==> config.mk <==
export PLATFORM = sky130hd
export DESIGN_NAME = updown_counter_mod_flat
export DESIGN_NICKNAME = d
export VERILOG_FILES = /design/src/rtl/updown_counter_mod_if.sv /design/src/rtl/updown_counter_mod.sv /design/src/flat_wrapper.sv
export SDC_FILE = /design/constraint.sdc
export NUM_CORES = 1
export LEC_CHECK = 0
export BUFFER_PORTS_ARGS = -buffer_cell sky130_fd_sc_hd__buf_2
export CORE_AREA = 2 2 39 41
export DETAILED_ROUTE_END_ITERATION = 10
export DIE_AREA = 0 0 41 43
export GPL_ROUTABILITY_DRIVEN = 0
export PLACE_DENSITY = 0.59
export SLEW_MARGIN = 20
export SYNTH_ARGS = -nofsm -noshare
export SYNTH_HDL_FRONTEND = slang
export SYNTH_SLANG_ARGS = --single-unit
==> constraint.sdc <==
create_clock -name clk -period 2.8 [get_ports clk]
set_clock_uncertainty 0.2 [all_clocks]
set_input_delay 0.14 -clock clk [delete_from_list [all_inputs] [get_ports clk]]
set_output_delay 0.14 -clock clk [all_outputs]
set_load 0.02 [all_outputs]
==> src/rtl/updown_counter_mod_if.sv <==
// Driver/monitor bundle for updown_counter_mod: control inputs plus count and status outputs.
// The master side drives the controls; the slave side is the counter itself.
interface updown_counter_mod_if #(
  parameter int unsigned WIDTH = 4
);
  logic             clr;
  logic             load;
  logic [WIDTH-1:0] load_val;
  logic             en;
  logic             up_dn;
  logic [WIDTH-1:0] out;
  logic             tc;
  logic             wrap;
  logic             ovf;

  modport master (
    output clr, load, load_val, en, up_dn,
    input  out, tc, wrap, ovf
  );

  modport slave (
    input  clr, load, load_val, en, up_dn,
    output out, tc, wrap, ovf
  );
endinterface

==> src/rtl/updown_counter_mod.sv <==
// Parametrised up/down modulo counter with load, clear, enable, wrap-or-saturate limits
// and terminal-count / wrap-pulse / sticky-overflow status.
module updown_counter_mod #(
  parameter int unsigned     WIDTH    = 4,
  parameter longint unsigned MOD_VAL  = 16,
  parameter bit              SATURATE = 1'b0
) (
  input logic                clk,
  input logic                rst_l,
  updown_counter_mod_if.slave bus
);

  if (WIDTH < 2 || WIDTH > 32) begin : g_bad_width
    $error("updown_counter_mod: WIDTH must be in 2..32");
  end
  if (MOD_VAL < 2 || MOD_VAL > (64'(1) << WIDTH)) begin : g_bad_mod
    $error("updown_counter_mod: MOD_VAL must be in 2..2**WIDTH");
  end

  // Limits held one bit wider so MOD_VAL = 2**WIDTH compares without truncation.
  localparam logic [WIDTH:0]   MAX_EXT = (WIDTH + 1)'(MOD_VAL - 1);
  localparam logic [WIDTH-1:0] MAX_VAL = MAX_EXT[WIDTH-1:0];

  logic [WIDTH-1:0] cnt_q;
  logic [WIDTH-1:0] cnt_d;
  logic             wrap_q;
  logic             wrap_d;
  logic             ovf_q;
  logic             ovf_d;
  logic [WIDTH:0]   cnt_ext;
  logic [WIDTH:0]   ld_ext;
  logic             at_max;
  logic             at_zero;
  logic [WIDTH-1:0] load_clamped;

  assign cnt_ext      = {1'b0, cnt_q};
  assign ld_ext       = {1'b0, bus.load_val};
  assign at_max       = (cnt_ext == MAX_EXT);
  assign at_zero      = (cnt_ext == '0);
  assign load_clamped = (ld_ext > MAX_EXT) ? MAX_VAL : bus.load_val;

  // Steps only happen strictly inside the limits, so a WIDTH-bit +/-1 cannot overflow.
  always_comb begin
    cnt_d  = cnt_q;
    wrap_d = 1'b0;
    ovf_d  = ovf_q;
    if (bus.clr) begin
      cnt_d = '0;
      ovf_d = 1'b0;
    end else if (bus.load) begin
      cnt_d = load_clamped;
    end else if (bus.en) begin
      if (bus.up_dn) begin
        if (at_max) begin
          ovf_d = 1'b1;
          if (!SATURATE) begin
            cnt_d  = '0;
            wrap_d = 1'b1;
          end
        end else begin
          cnt_d = cnt_q + 1'b1;
        end
      end else begin
        if (at_zero) begin
          ovf_d = 1'b1;
          if (!SATURATE) begin
            cnt_d  = MAX_VAL;
            wrap_d = 1'b1;
          end
        end else begin
          cnt_d = cnt_q - 1'b1;
        end
      end
    end
  end

  always_ff @(posedge clk or negedge rst_l) begin
    if (!rst_l) begin
      cnt_q  <= '0;
      wrap_q <= 1'b0;
      ovf_q  <= 1'b0;
    end else begin
      cnt_q  <= cnt_d;
      wrap_q <= wrap_d;
      ovf_q  <= ovf_d;
    end
  end

  assign bus.out  = cnt_q;
  assign bus.wrap = wrap_q;
  assign bus.ovf  = ovf_q;
  assign bus.tc   = bus.up_dn ? at_max : at_zero;

endmodule

==> src/flat_wrapper.sv <==
// flat-port wrapper written by rule: the top's interface ports become plain ports
module updown_counter_mod_flat 
#(
  parameter int unsigned     WIDTH    = 4,
  parameter longint unsigned MOD_VAL  = 16,
  parameter bit              SATURATE = 1'b0
)
  (clk, rst_l, bus_clr, bus_load, bus_load_val, bus_en, bus_up_dn, bus_out, bus_tc, bus_wrap, bus_ovf);
  updown_counter_mod_if #(.WIDTH(WIDTH)) bus_i ();
  input logic clk;
  input logic rst_l;
  input wire logic [$bits(bus_i.clr)-1:0] bus_clr;
  input wire logic [$bits(bus_i.load)-1:0] bus_load;
  input wire logic [$bits(bus_i.load_val)-1:0] bus_load_val;
  input wire logic [$bits(bus_i.en)-1:0] bus_en;
  input wire logic [$bits(bus_i.up_dn)-1:0] bus_up_dn;
  output wire logic [$bits(bus_i.out)-1:0] bus_out;
  output wire logic [$bits(bus_i.tc)-1:0] bus_tc;
  output wire logic [$bits(bus_i.wrap)-1:0] bus_wrap;
  output wire logic [$bits(bus_i.ovf)-1:0] bus_ovf;
  assign bus_i.clr = bus_clr;
  assign bus_i.load = bus_load;
  assign bus_i.load_val = bus_load_val;
  assign bus_i.en = bus_en;
  assign bus_i.up_dn = bus_up_dn;
  assign bus_out = bus_i.out;
  assign bus_tc = bus_i.tc;
  assign bus_wrap = bus_i.wrap;
  assign bus_ovf = bus_i.ovf;
  updown_counter_mod #(.WIDTH(WIDTH), .MOD_VAL(MOD_VAL), .SATURATE(SATURATE)) u_core (.clk(clk), .rst_l(rst_l), .bus(bus_i));
endmodule
Word level (Yosys, flattened, before mapping)
Index checks and enable logic that the tools add are counted.
{"block": "classes", "n_addsub": 2, "magnitude_cmp": 1, "eq_ne": 3, "mux": 20, "reduce_logical": 5}
{"op": "$mux W4", "n": 7}
{"op": "$mux W1", "n": 13}
{"op": "$reduce_bool A3 Y1", "n": 2}
{"op": "$logic_not A5 Y1", "n": 1}
{"op": "$add A4 B1 Y4 const B", "n": 1}
{"op": "$eq A4 B4 Y1 const B", "n": 1}
{"op": "$gt A4 B4 Y1 const B", "n": 1}
{"op": "$reduce_and A4 Y1", "n": 1}
{"op": "$sub A4 B1 Y4 const B", "n": 1}
{"op": "$ne A3 B2 Y1 const B", "n": 1}
{"op": "$ne A2 B2 Y1 const B", "n": 1}
{"op": "$reduce_bool A2 Y1", "n": 1}
{"block": "word_totals", "regBits": 6, "inputBits": 10, "output_inout_bits": 7}

Logic depth before layout (Yosys ltp)
Gate-level depths: netlist (run 1).
{"block": "logic_depth", "depth_word": 6, "mapped_depth": 6}

Worst setup path after synthesis (run 1)
Ideal clock, no wire load.
{"block": "synth_timing", "kind": "flip-flop to flip-flop", "from": "register u_core.cnt_q[0], in the netlist u_core.bus.out[0]", "to": "register u_core.ovf_q, in the netlist u_core.bus.ovf", "arrival_ns": 1.753, "required_time_ns": 2.522, "path_slack_ns": 0.769, "path_stages_with_launch": 7, "n_path_buf": 0, "cell_sequence": "dfrtp_1 > inv_1 > ha_1 > nand2b_1 > o31ai_1 > nand3b_1 > a21oi_1"}
{"block": "synth_via", "elab_chain_len": 3, "elab_cells_between_ends": 5, "cone_classes": "2 x eq/ne; 3 x reduce/logical"}
{"item": "start: declaration", "line": "updown_counter_mod.sv:24", "text": "logic [WIDTH-1:0] cnt_q;"}
{"item": "start signal: assignment", "line": "updown_counter_mod.sv:83", "text": "cnt_q <= cnt_d;"}
{"item": "$eq A4 B4 Y1 / $logic_not A5 Y1 (equally long branches)", "line": "updown_counter_mod.sv:38, updown_counter_mod.sv:39"}
{"item": "$ne A3 B2 Y1 (no line) / $reduce_bool A3 Y1 (equally long branches)"}
{"item": "$reduce_and A4 Y1 (no line) *"}
{"item": "end signal: assignment", "line": "updown_counter_mod.sv:85", "text": "ovf_q <= ovf_d;"}
{"item": "end: declaration", "line": "updown_counter_mod.sv:28", "text": "logic ovf_q;"}
Mark *: on every way between the ends. The rest lies on a longest branch, timed or not.
A chain may end at the register's enable or synchronous reset.

Worst setup path after layout (run 1)
{"block": "layout_timing", "from": "register u_core.cnt_q[2], in the netlist u_core.bus.out[2]", "to": "register u_core.cnt_q[3], in the netlist u_core.bus.out[3]"}
{"block": "layout_via", "elab_chain_len": 6, "elab_cells_between_ends": 10, "cone_classes": "2 x add/sub; 1 x eq/ne; 6 x mux; 1 x reduce/logical"}
{"item": "$sub A4 B1 Y4 (tied with other cells)", "line": "updown_counter_mod.sv:71", "text": "cnt_d = cnt_q - 1'b1;"}
{"item": "$mux W4, on equally long branches", "line": "updown_counter_mod.sv:64, updown_counter_mod.sv:54"}
{"item": "$mux W4 *", "line": "updown_counter_mod.sv:53", "text": "if (bus.up_dn) begin"}
{"item": "$mux W4 *", "line": "updown_counter_mod.sv:52", "text": "end else if (bus.en) begin"}
{"item": "$mux W4 *", "line": "updown_counter_mod.sv:50", "text": "end else if (bus.load) begin"}
{"item": "$mux W4 *", "line": "updown_counter_mod.sv:47", "text": "if (bus.clr) begin"}
Mark *: on every way between the ends. The rest lies on a longest branch, timed or not. The select of a mux whose other input is x is not followed.

==> results of run 1 <==
==> final timing paths <==
path | start | to | slack (ps) | cells past startpoint
worst max register to register | u_core.bus.out[2] | u_core.bus.out[3] | 360 | 5
worst min register to register | u_core.bus.ovf | u_core.bus.ovf | 320 | 2
max in group asynchronous | rst_l | u_core.bus.out[1] | 2200 | 2
worst min-delay path | bus_load | u_core.bus.out[0] | 20 | 2
worst max-delay path | u_core.bus.out[2] | u_core.bus.out[3] | 360 | 5
min in group asynchronous | rst_l | u_core.bus.out[0] | 50 | 2
==> registers in the layout, indices dropped and copies added, names as in the netlist <==
name,count
u_core.bus.ovf,1
u_core.bus.wrap,1
u_core.bus.out,4
==> critical path: stages (launching register included) <==
cell and delay (ps):
dfrtp_1 450, inv_2 70, or4_1 500, a311o_1 370, a221oi_2 200, dlygate4sd3_1 570
==> cells in the final DEF, fill, tap and decap left out, types with 2 or more instances in the layout <==
master          n
a21oi_1         6
buf_2          16
clkbuf_4        3
dfrtp_1         6
dlygate4sd3_1   4
ha_1            2
inv_1           7
nand2_1         2
nor2_1          2
o21ai_0         4
xnor2_1         2
==> per-stage QoR <==
stage	setup WS (ps)	cell area (µm²)	total power, W
after floorplan	769	425	0.000143
after global routing	283	581	0.000268
after CTS	367	581	0.000254
final	364	581	0.000247
after detailed placement	915	518	0.000167
after global placement	941	518	0.000166
==> logic make-up (layout without fill, tap and decap cells) <==
| logic type | Yosys count | count (layout) | share of synthesized area (%) |
|---|---|---|---|
| AO/OA/AOI/OAI | 18 | 18 | 29.1 |
| XOR/XNOR | 2 | 2 | 4.12 |
| adder cells (fa/ha/maj) | 2 | 2 | 5.88 |
| buffers and inverters | 9 | 31 | 8.82 |
| flip-flops | 6 | 6 | 35.3 |
| multiplexers | 1 | 1 | 2.35 |
| AND/OR/NAND/NOR | 11 | 11 | 14.4 |
==> layout make-up <==
type / instances / share of cell area [%]
repair buffers: 20 / 20.7
inverters: 8 / 5.17
flip-flops and latches: 6 / 25.9
well taps: 16 / 3.45
clock buffers: 3 / 3.88
multi-input cells: 34 / 40.9
==> per-layer routing <==
metal	wire [µm]	vias up
met5	0	-
met3	53	0
met4	0	0
met2	471	9
li1	-	221
met1	457	194
==> report_power, final <==
group	internal, W	total (W)	switching, W	leakage [nW]
logic	0.0000317	0.0000678	0.0000361	0.197
clock network	0.0000483	0.0000773	0.0000289	0.0138
registers	0.0000923	0.000102	0.00000957	0.0794
total	0.000172	0.000247	0.0000746	0.290
==> key figures, run 1 <==
Yosys
  • Synth Register Bits: 6
  • Yosys cell types: 26
  • YS warnings: 0
  • Mapped Area: 425 µm²
  • Ys flop type: dfrtp_1
  • Top-area cell type share of the netlist area: approximately a third
  • Dominant cells by area after synthesis: dfrtp_1 (35%), a21oi_1 (7.1%), inv_1 (6.2%), ha_1 (5.9%), o21ai_0 (4.7%)
  • Seq/Total Area, Yosys: a little over a third
  • Post-synth ARST share: between 90% and 100%
  • Most frequent cells after synthesis: inv_1 (7), a21oi_1 (6), dfrtp_1 (6)
  • Yosys top cell by area: dfrtp_1
  • Syn Area/Cell: around 8.7 µm²
  • Count leader, synth: inv_1
  • Number of enable flip-flop cells after synthesis: 0
  • Mapped Cells: between 40 and 50
  • Mapped Nets: slightly above 60

Setup path
  • CP required: 2770 ps
  • Peak fanout along the critical path: 8
  • Critical Path Start Type: flop
  • Worst EP arrival: 2410 ps
  • CP Class: reg -> reg
  • Worst setup EP type: flop

GRT
  • Most Used Layer, Global Route: met2
  • Met3 Track Usage GR: ~4.7%
  • Initial antenna violation count: 0
  • Met1 Use GR: 19.4%
  • Largest net degree at the start of global routing: 10
  • Vias in the first global route: about 400
  • Met2 Usage GRT: about a fifth
  • Global route overflow: 0
  • Gr usage total: 14.4%
  • First-pass GRT wire length: around 1700 µm

Detailed routing
  • DR vias: 424
  • Drt wl/cell: roughly 11 µm
  • First DRT Iteration DRCs: 7
  • Post-route DRC: 0
  • Router iterations before antenna repair: 3
  • Routed Antenna Nets: 0
  • Total Routed Length: 983 µm
  • Drt via density: slightly below 5

Cells and area
  • Layout fillers: between 150 and 200
  • Utilization after layout: roughly two fifths
  • Multi-input gate area: 238 µm²
  • Storage cell area: 150 µm²
  • Fin nets: between 80 and 90
  • Share of layout cells above drive strength 1: between 30% and 40%
  • Non-filler cells in the finished layout: just under 90
  • Area grow syn2layout: 36.5%
  • Diodes inserted: 0

Status
  • Status: complete, no violations

Clock tree
  • Root Driver: clkbuf_4
  • CTS tree: done
  • H-tree Lvls: 1
  • Setup Buffers After CTS: 0
  • CTS clk-pin slew, worst paths: ~50 ps
  • CTS Buf Count: 3
  • Clock Sinks: 6
  • CTS Hold Buffers Added: 4
  • Worst skew pair latency: 240 ps
  • Clock Path Buffers: 2
  • Gates resized, CTS repair: 0

Hold path
  • Hold WC Path Type: in -> reg

Timing
  • Final hold slack: between 15 and 20 ps
  • Period utilization: between 80% and 90%
  • Pins Over Slew Limit: 0
  • Setup TNS Final: 0 ps
  • F_max: around 0.41 GHz
  • Period minus WS final: 2440 ps
  • Worst-Margin Slew: 304 ps
  • RSZ-0062 raised after global routing: false
  • Relative slew slack: between 70% and 80%
  • Final number of hold-violating endpoints: 0
  • Final setup fails: 0

Floorplan
  • FP Rows: 14
  • Die ar.: 1760 µm²
  • Die X: 41 µm
  • Core ar.: 1380 µm²
  • Starting Density: a little under a third
  • DIE HEIGHT: roughly 43 µm
  • # IOs: 17

Job
  • Max-Cap Viols: 0

Power and ir drop
  • Peak supply drop: around 170 µV
  • Power Density: around 430 nW/µm²
  • P_leak: between 0.2 and 0.3 nW

Placement
  • PortBufs: 16
  • Placed insts: 80
Power figures use the tool's default switching activity.
==> inputs of run 2 (changes only) <==
ABC_AREA = 1   (was not set)
PLACE_DENSITY = 0.6   (was 0.59)
RECOVER_POWER = 25   (was not set)
==> run 2 against run 1 <==
  * Fmax is 40% higher
  * Setup slack improved by 700 ps
  * Design area up 0.86%
  * Non-clock buffer count down 1
  * Count of clock-buffer cells in the layout unchanged
  * Sequential power grew 4%
  * Flip-flop and latch count is the same
  * Combinational power increased by 18%
  * Hold slack lost 12 ps
  * Critical path type is now reg -> out
  * Largest cell class unchanged
  * Highest routed layer is now met4
==> key figures, run 2 <==
Yosys
  • Yosys top cell by area: dfrtp_1
  • Top-area cell type share of the netlist area: 33.7% (-1.6 points)
  • Mapped Cells: 67 (+37%)
  • Mapped Nets: 79 (+30%)
  • Dominant cells by area after synthesis: dfrtp_1 (34%), nand2_1 (17%), nand3_1 (9.0%), inv_1 (6.7%), nor2_1 (5.9%)
  • Mapped Area: 445 µm² (+4.7%)
  • Yosys cell types: 16 (-38%)
  • Syn Area/Cell: 6.65 µm² (-23%)
  • Ys flop type: dfrtp_1
  • Most frequent cells after synthesis: nand2_1 (20), inv_1 (8), nand3_1 (8)
  • Post-synth ARST share: 100% (unchanged)
  • Number of enable flip-flop cells after synthesis: 0 (unchanged)
  • Seq/Total Area, Yosys: 33.7% (-1.6 points)
  • Synth Register Bits: 6 (unchanged)
  • YS warnings: 0 (unchanged)
  • Count leader, synth: nand2_1

Placement
  • HPWL Detailed: about 800 µm
  • Placed insts: 98 (+23%)
  • PortBufs: 16 (unchanged)

Detailed routing
  • Post-route DRC: 0 (unchanged)
  • Drt via density: 4.72 (-3.1%)
  • Routed Antenna Nets: 0 (unchanged)
  • Router iterations before antenna repair: 4 (+1)
  • DR vias: 491 (+16%)
  • First DRT Iteration DRCs: 9 (+2)
  • Total Routed Length: 1020 µm (+3.5%)
  • Drt wl/cell: 9.78 µm (-13%)

Timing
  • Period minus WS final: 1740 ps (-700 ps)
  • Worst-Margin Slew: 354 ps (+49.7 ps)
  • Final setup fails: 0 (unchanged)
  • Setup TNS Final: 0 ps (unchanged)
  • Period utilization: 62.0% (-25 points)
  • Relative slew slack: 76.4% (-3.1 points)
  • Pins Over Slew Limit: 0 (unchanged)
  • Final number of hold-violating endpoints: 0 (unchanged)
  • F_max: 0.576 GHz (+40%)
  • RSZ-0062 raised after global routing: false

Hold path
  • Min-Delay Startpoint: bus_load_val[1]
  • Hold WC Path Type: in -> reg

Job
  • Max-Cap Viols: 0 (unchanged)

Cells and area
  • Fin nets: 102 (+20%)
  • Share of layout cells above drive strength 1: 26.1% (-6.3 points)
  • Multi-input gate area: 250 µm² (+5.3%)
  • Area grow syn2layout: 31.5%
  • Non-filler cells in the finished layout: 104 (+20%)
  • Utilization after layout: 42.3% (+0.36 points)
  • Layout fillers: 156 (-0.64%)
  • Most common cell after layout, fill and taps aside: nand2_1
  • Most frequent cells in the layout: nand2_1 (20), buf_2 (15), inv_1 (8), nand3_1 (8), nor2_1 (7)
  • Diodes inserted: 0 (unchanged)
  • Max reg flops: 4 (unchanged)
  • Storage cell area: 150 µm² (unchanged)

Power and ir drop
  • Reported net switching power: 0.0000909 W (+22%)
  • P_leak: 0.337 nW (+16%)
  • Seq pwr share: 40.2% (-1.1 points)
  • Peak supply drop: 351 µV (+110%)
  • Switching fraction of total power: 34.4% (+4.1 points)
  • Pint: 0.000174 W (+0.80%)
  • Combinational Power Share: 30.2% (+2.7 points)
  • Final Power: 0.000265 W (+7.2%)
  • Portion of total power attributed to the clock network: 29.6% (-1.7 points)
  • Power Density: 452 nW/µm² (+6.3%)

Clock tree
  • CTS clk-pin slew, worst paths: 40 ps (about the same)
  • Clock Sinks: 6 (unchanged)
  • Clock Path Buffers: 2 (unchanged)
  • Root Driver: clkbuf_4
  • Gates resized, CTS repair: 0 (unchanged)
  • CTS tree: done
  • Worst skew pair latency: 240 ps (about the same)
  • H-tree Lvls: 1 (unchanged)
  • CTS Buf Count: 3 (unchanged)

GRT
  • Vias in the first global route: 385 (-2.8%)
  • Gr usage total: 13.3% (-1.0 points)
  • First-pass GRT wire length: 1590 µm (-6.9%)
  • Initial antenna violation count: 0 (unchanged)
  • Global route overflow: 0 (unchanged)
  • Largest net degree at the start of global routing: 11 (+1)

Floorplan
  • DIE HEIGHT: 43 µm (unchanged)
  • Core ar.: 1380 µm² (unchanged)
  • # IOs: 17 (unchanged)
  • Starting Density: 32.2% (+1.4 points)
  • Die X: 41 µm (unchanged)
  • FP Rows: 14 (unchanged)
  • Die ar.: 1760 µm² (unchanged)

Status
  • Status: complete, no violations

Setup path
  • CP Class: reg -> out
  • Peak fanout along the critical path: 5 (-3)
  • Reg-to-Reg Start: u_core.bus.out[0]
  • Critical Path Start Type: flop
  • CP required: 2460 ps (-310 ps)
  • Worst EP arrival: 1400 ps (-1010 ps)
  • Crit path launch: u_core.bus.out[0]
  • Worst setup EP type: output pin
-- run 2: changes by cell type after synthesis, sizes merged, moves of 2 or more --
cell | before | now
a221oi | 2 | 0
a21oi | 6 | 3
nor2 | 2 | 10
xnor2 | 2 | 0
nand2 | 2 | 21
nand3 | 1 | 8
-- run 2: logic make-up (layout without fill, tap and decap cells) --
family	count (synthesis)	in the layout	synth area share [%]
simple gates	41	41	41.3
buf+inv	10	31	10.1
fa+ha+maj	2	2	5.62
compound gates	8	8	9.27
flops	6	6	33.7
-- run 2: worst max-delay path, stage by stage (launching register included) --
cell	delay, ps
dfrtp_1	410
inv_1	160
ha_1	210
nand3_1	100
nand2_1	100
buf_2	170
-- run 2: layout make-up --
type                    instances  share of cell area [%]
flip-flops and latches          6                    25.6
repair buffers                 19                    18.6
well taps                      16                    3.42
clock buffers                   3                    3.85
multi-input cells              51                    42.7
inverters                       9                    5.77
-- run 2: path summary, 6_finish.rpt --
path	to	cells after the start	slack, ps
setup / recovery	bus_tc	5	1060
hold / removal	u_core.bus.out[1]	3	8
setup reg to reg	u_core.bus.out[1]	6	1240
hold reg to reg	u_core.bus.ovf	2	280
max in group asynchronous	u_core.bus.ovf	2	2070
min in group asynchronous	u_core.bus.out[2]	2	100
-- run 2: repair_timing --
item,4_1_cts,5_1_grt
setup endpoints to repair,0,0
hold endpoints to repair,10,0
hold buffers,3,0
buffers inserted,0,0
-- run 2: routing by layer --
layer	GRT usage [%]	wire length [µm]	part of all wire (%)
met3	6.28	60	5.9
met4	6.00	14	1.4
met2	17.8	453	45
met1	17.6	488	48
met5	0	0	0
-- run 2: power groups by stage --
stage	Sequential (W)	Clock [W]	Combinational, W
after floorplan	0.000111	0	0.0000485
after global placement	0.000107	0	0.0000773
after detailed placement	0.000107	0	0.0000771
after CTS	0.000106	0.0000813	0.0000805
after global routing	0.000108	0.0000874	0.0000901
final	0.000106	0.0000784	0.0000800
-- run 2: stage by stage --
step                cell area, µm²  setup slack [ps]  hold slack (ps)
floorplan                      445              1220             -356
global placement               534              1260             -233
detailed placement             534              1270             -233
CTS                            587              1060            0.246
global route                   586               947             45.0
finish                         586              1060             7.63
==> inputs of run 3 (changes only) <==
PLACE_DENSITY = 0.62   (was 0.6)
clock period = 1.5 ns   (was 2.8 ns; I/O delays follow)
==> run 3 against run 2 <==
  * The flow now finishes with violations (negative setup slack)
  * Final cell count increased by 12%
  * Sequential power rose by 91%
  * Global-route usage rose by 3.5 points
  * Flip-flop and latch count unchanged
  * Count of clock-buffer cells in the layout is the same
  * Sequential share of layout area decreased by 5.4 points
  * Hold slack better by 9.9 ps
  * Register-to-register slack worse by 1200 ps
  * Setup slack lost 1100 ps
  * Power grew 120%
  * Design area grew 30%
  * Highest routed layer unchanged
  * Core utilization increased by 13 points
  * Largest power group is now combinational logic
==> key figures, run 3 (same netlist as run 2, synthesis figures left out) <==
Power and ir drop
  • P_leak: 0.389 nW (+15%)
  • Power Density: 763 nW/µm² (+69%)
  • Final Power: 0.000580 W (+120%)
  • Peak supply drop: 462 µV (+32%)

Timing
  • Pins Over Slew Limit: 0 (unchanged)
  • Final number of hold-violating endpoints: 0 (unchanged)
  • Relative slew slack: 82.6% (+6.2 points)
  • Period minus WS final: 1500 ps
  • F_max: between 0.6 and 0.7 GHz
  • Final setup fails: 1 (+1)
  • Worst-Margin Slew: 259 ps (-94.4 ps)
  • RSZ-0062 raised after global routing: true
  • Period utilization: 100%
  • Worst Slack Setup Final: -3.41 ps (-1070 ps)

GRT
  • Initial antenna violation count: 0 (unchanged)
  • First-pass GRT wire length: 1930 µm (+22%)
  • Met1 Use GR: 19.1% (+1.4 points)
  • Largest net degree at the start of global routing: 11 (unchanged)
  • Vias in the first global route: 476 (+24%)
  • Met2 Usage GRT: 25.0% (+7.2 points)
  • Global route overflow: 0 (unchanged)
  • Met3 Track Usage GR: 3.14% (-3.1 points)
  • Gr usage total: 16.8% (+3.5 points)
  • Most Used Layer, Global Route: met2

Cells and area
  • Share of layout cells above drive strength 1: 39.0% (+13 points)
  • Most common cell after layout, fill and taps aside: nand2_1
  • Most frequent cells in the layout: nand2_1 (19), buf_2 (13), dlygate4sd3_1 (8), nand3_1 (7), buf_4 (7)
  • Fin nets: 114 (+12%)
  • Design area: 759 µm² (+30%)
  • Diodes inserted: 0 (unchanged)
  • Area grow syn2layout: 70.5%
  • Max reg flops: 4 (unchanged)
  • Non-filler cells in the finished layout: 116 (+12%)

Clock tree
  • CTS tree: done
  • Clock Path Buffers: 2 (unchanged)
  • H-tree Lvls: 1 (unchanged)
  • Worst skew pair latency: 260 ps (+20 ps)
  • Root Driver: clkbuf_4
  • CTS clk-pin slew, worst paths: 50 ps (about the same)
  • CTS Buf Count: 3 (unchanged)
  • Clock Sinks: 6 (unchanged)

Floorplan
  • Die ar.: 1760 µm² (unchanged)
  • FP Rows: 14 (unchanged)
  • DIE HEIGHT: 43 µm (unchanged)
  • # IOs: 17 (unchanged)
  • Core ar.: 1380 µm² (unchanged)
  • Starting Density: 32.2% (unchanged)
  • Die X: 41 µm (unchanged)

Job
  • Max-Cap Viols: 0 (unchanged)

Setup path
  • R2R setup slack: 80 ps (-1160 ps)
  • R2R cell count: 6 (unchanged)
  • Reg-to-Reg Start: u_core.bus.out[1]
  • Reg-to-Reg End: u_core.bus.out[2]
  • Peak fanout along the critical path: 3 (-2)
  • Worst setup EP type: output pin
  • Worst EP arrival: 1230 ps (-170 ps)
  • CP Class: reg -> out
  • Critical Path Start Type: flop
  • CP required: 1220 ps (-1240 ps)

Placement
  • HPWL Detailed: 774 µm (-4.1%)
  • PortBufs: 16 (unchanged)
  • Placed insts: 100 (+2.0%)
  • Placed cell area: 552 µm² (+3.3%)
  • Dpl ws: 33.8 ps (-1230 ps)

Detailed routing
  • Drt via density: 4.68 (-0.85%)
  • Total Routed Length: 1270 µm (+25%)
  • Post-route DRC: 0 (unchanged)
  • Router iterations before antenna repair: 4 (unchanged)
  • Drt wl/cell: 10.9 µm (+12%)
  • DR vias: 543 (+11%)
  • Routed Antenna Nets: 0 (unchanged)
  • First DRT Iteration DRCs: 13 (+4)

Status
  • Status: finished with violations
  • Failing checks: negative setup slack

Hold path
  • Hold WC Path Type: in -> reg
  • Min-Delay Startpoint: bus_load_val[0]
  • Min-Delay Endpoint: u_core.bus.out[0]
  • Cell depth of the worst hold path: 5 (+2)
[run 3: layout make-up]
class | instances | area [µm²]
multi-input cells | 51 | 313
clock buffers | 3 | 22.5
inverters | 9 | 33.8
repair buffers | 31 | 216
well taps | 16 | 20.0
flip-flops and latches | 6 | 154
fillers | 151 | 624
[run 3: through the flow]
stage | TNS, ps | util [%] | hold slack, ps
finish | -3.41 | 54.9 | 17.6
detailed placement | 0 | 39.9 | -298
global route | -81.1 | 54.9 | 57.8
global placement | 0 | 39.9 | -300
floorplan | 0 | - | -421
CTS | 0 | 50.5 | 12.0
[run 3: timing repair]
action	CTS	global route
resized for setup	10	7
endpoints found under the setup margin	1	5
cloned	0	0
buffers inserted	2	3
hold buffers	8	0
hold endpoints to repair	12	0
pin swaps	2	3
[run 3: how the worst max path moves through the flow]
stage                       from           endpoint  cells after the start
4_1_cts        u_core.bus.out[2]             bus_tc                      4
3_5_place_dp   u_core.bus.out[0]  u_core.bus.out[1]                      6
3_3_place_gp   u_core.bus.out[0]  u_core.bus.out[1]                      6
2_1_floorplan  u_core.bus.out[0]     u_core.bus.ovf                      6
5_1_grt        u_core.bus.out[1]             bus_tc                      4
6_report       u_core.bus.out[1]             bus_tc                      4
[run 3: per-layer routing]
layer,part of all wire (%),up-vias
met1,40,242
li1,-,284
met3,3.3,2
met5,0,-
met4,1.7,0
met2,54,15
[run 3: critical path, stage by stage, from the launching register on]
cell and delay [ps]:
dfrtp_2 430, ha_4 180, nand4_1 140, nand2_2 90, buf_6 130
[run 3: report_power, final]
group / leakage, nW / switching (W) / internal (W)
registers: 0.0749 / 0.0000255 / 0.000176
clock network: 0.0138 / 0.0000648 / 0.0000910
logic: 0.301 / 0.000114 / 0.000108
total: 0.389 / 0.000205 / 0.000375
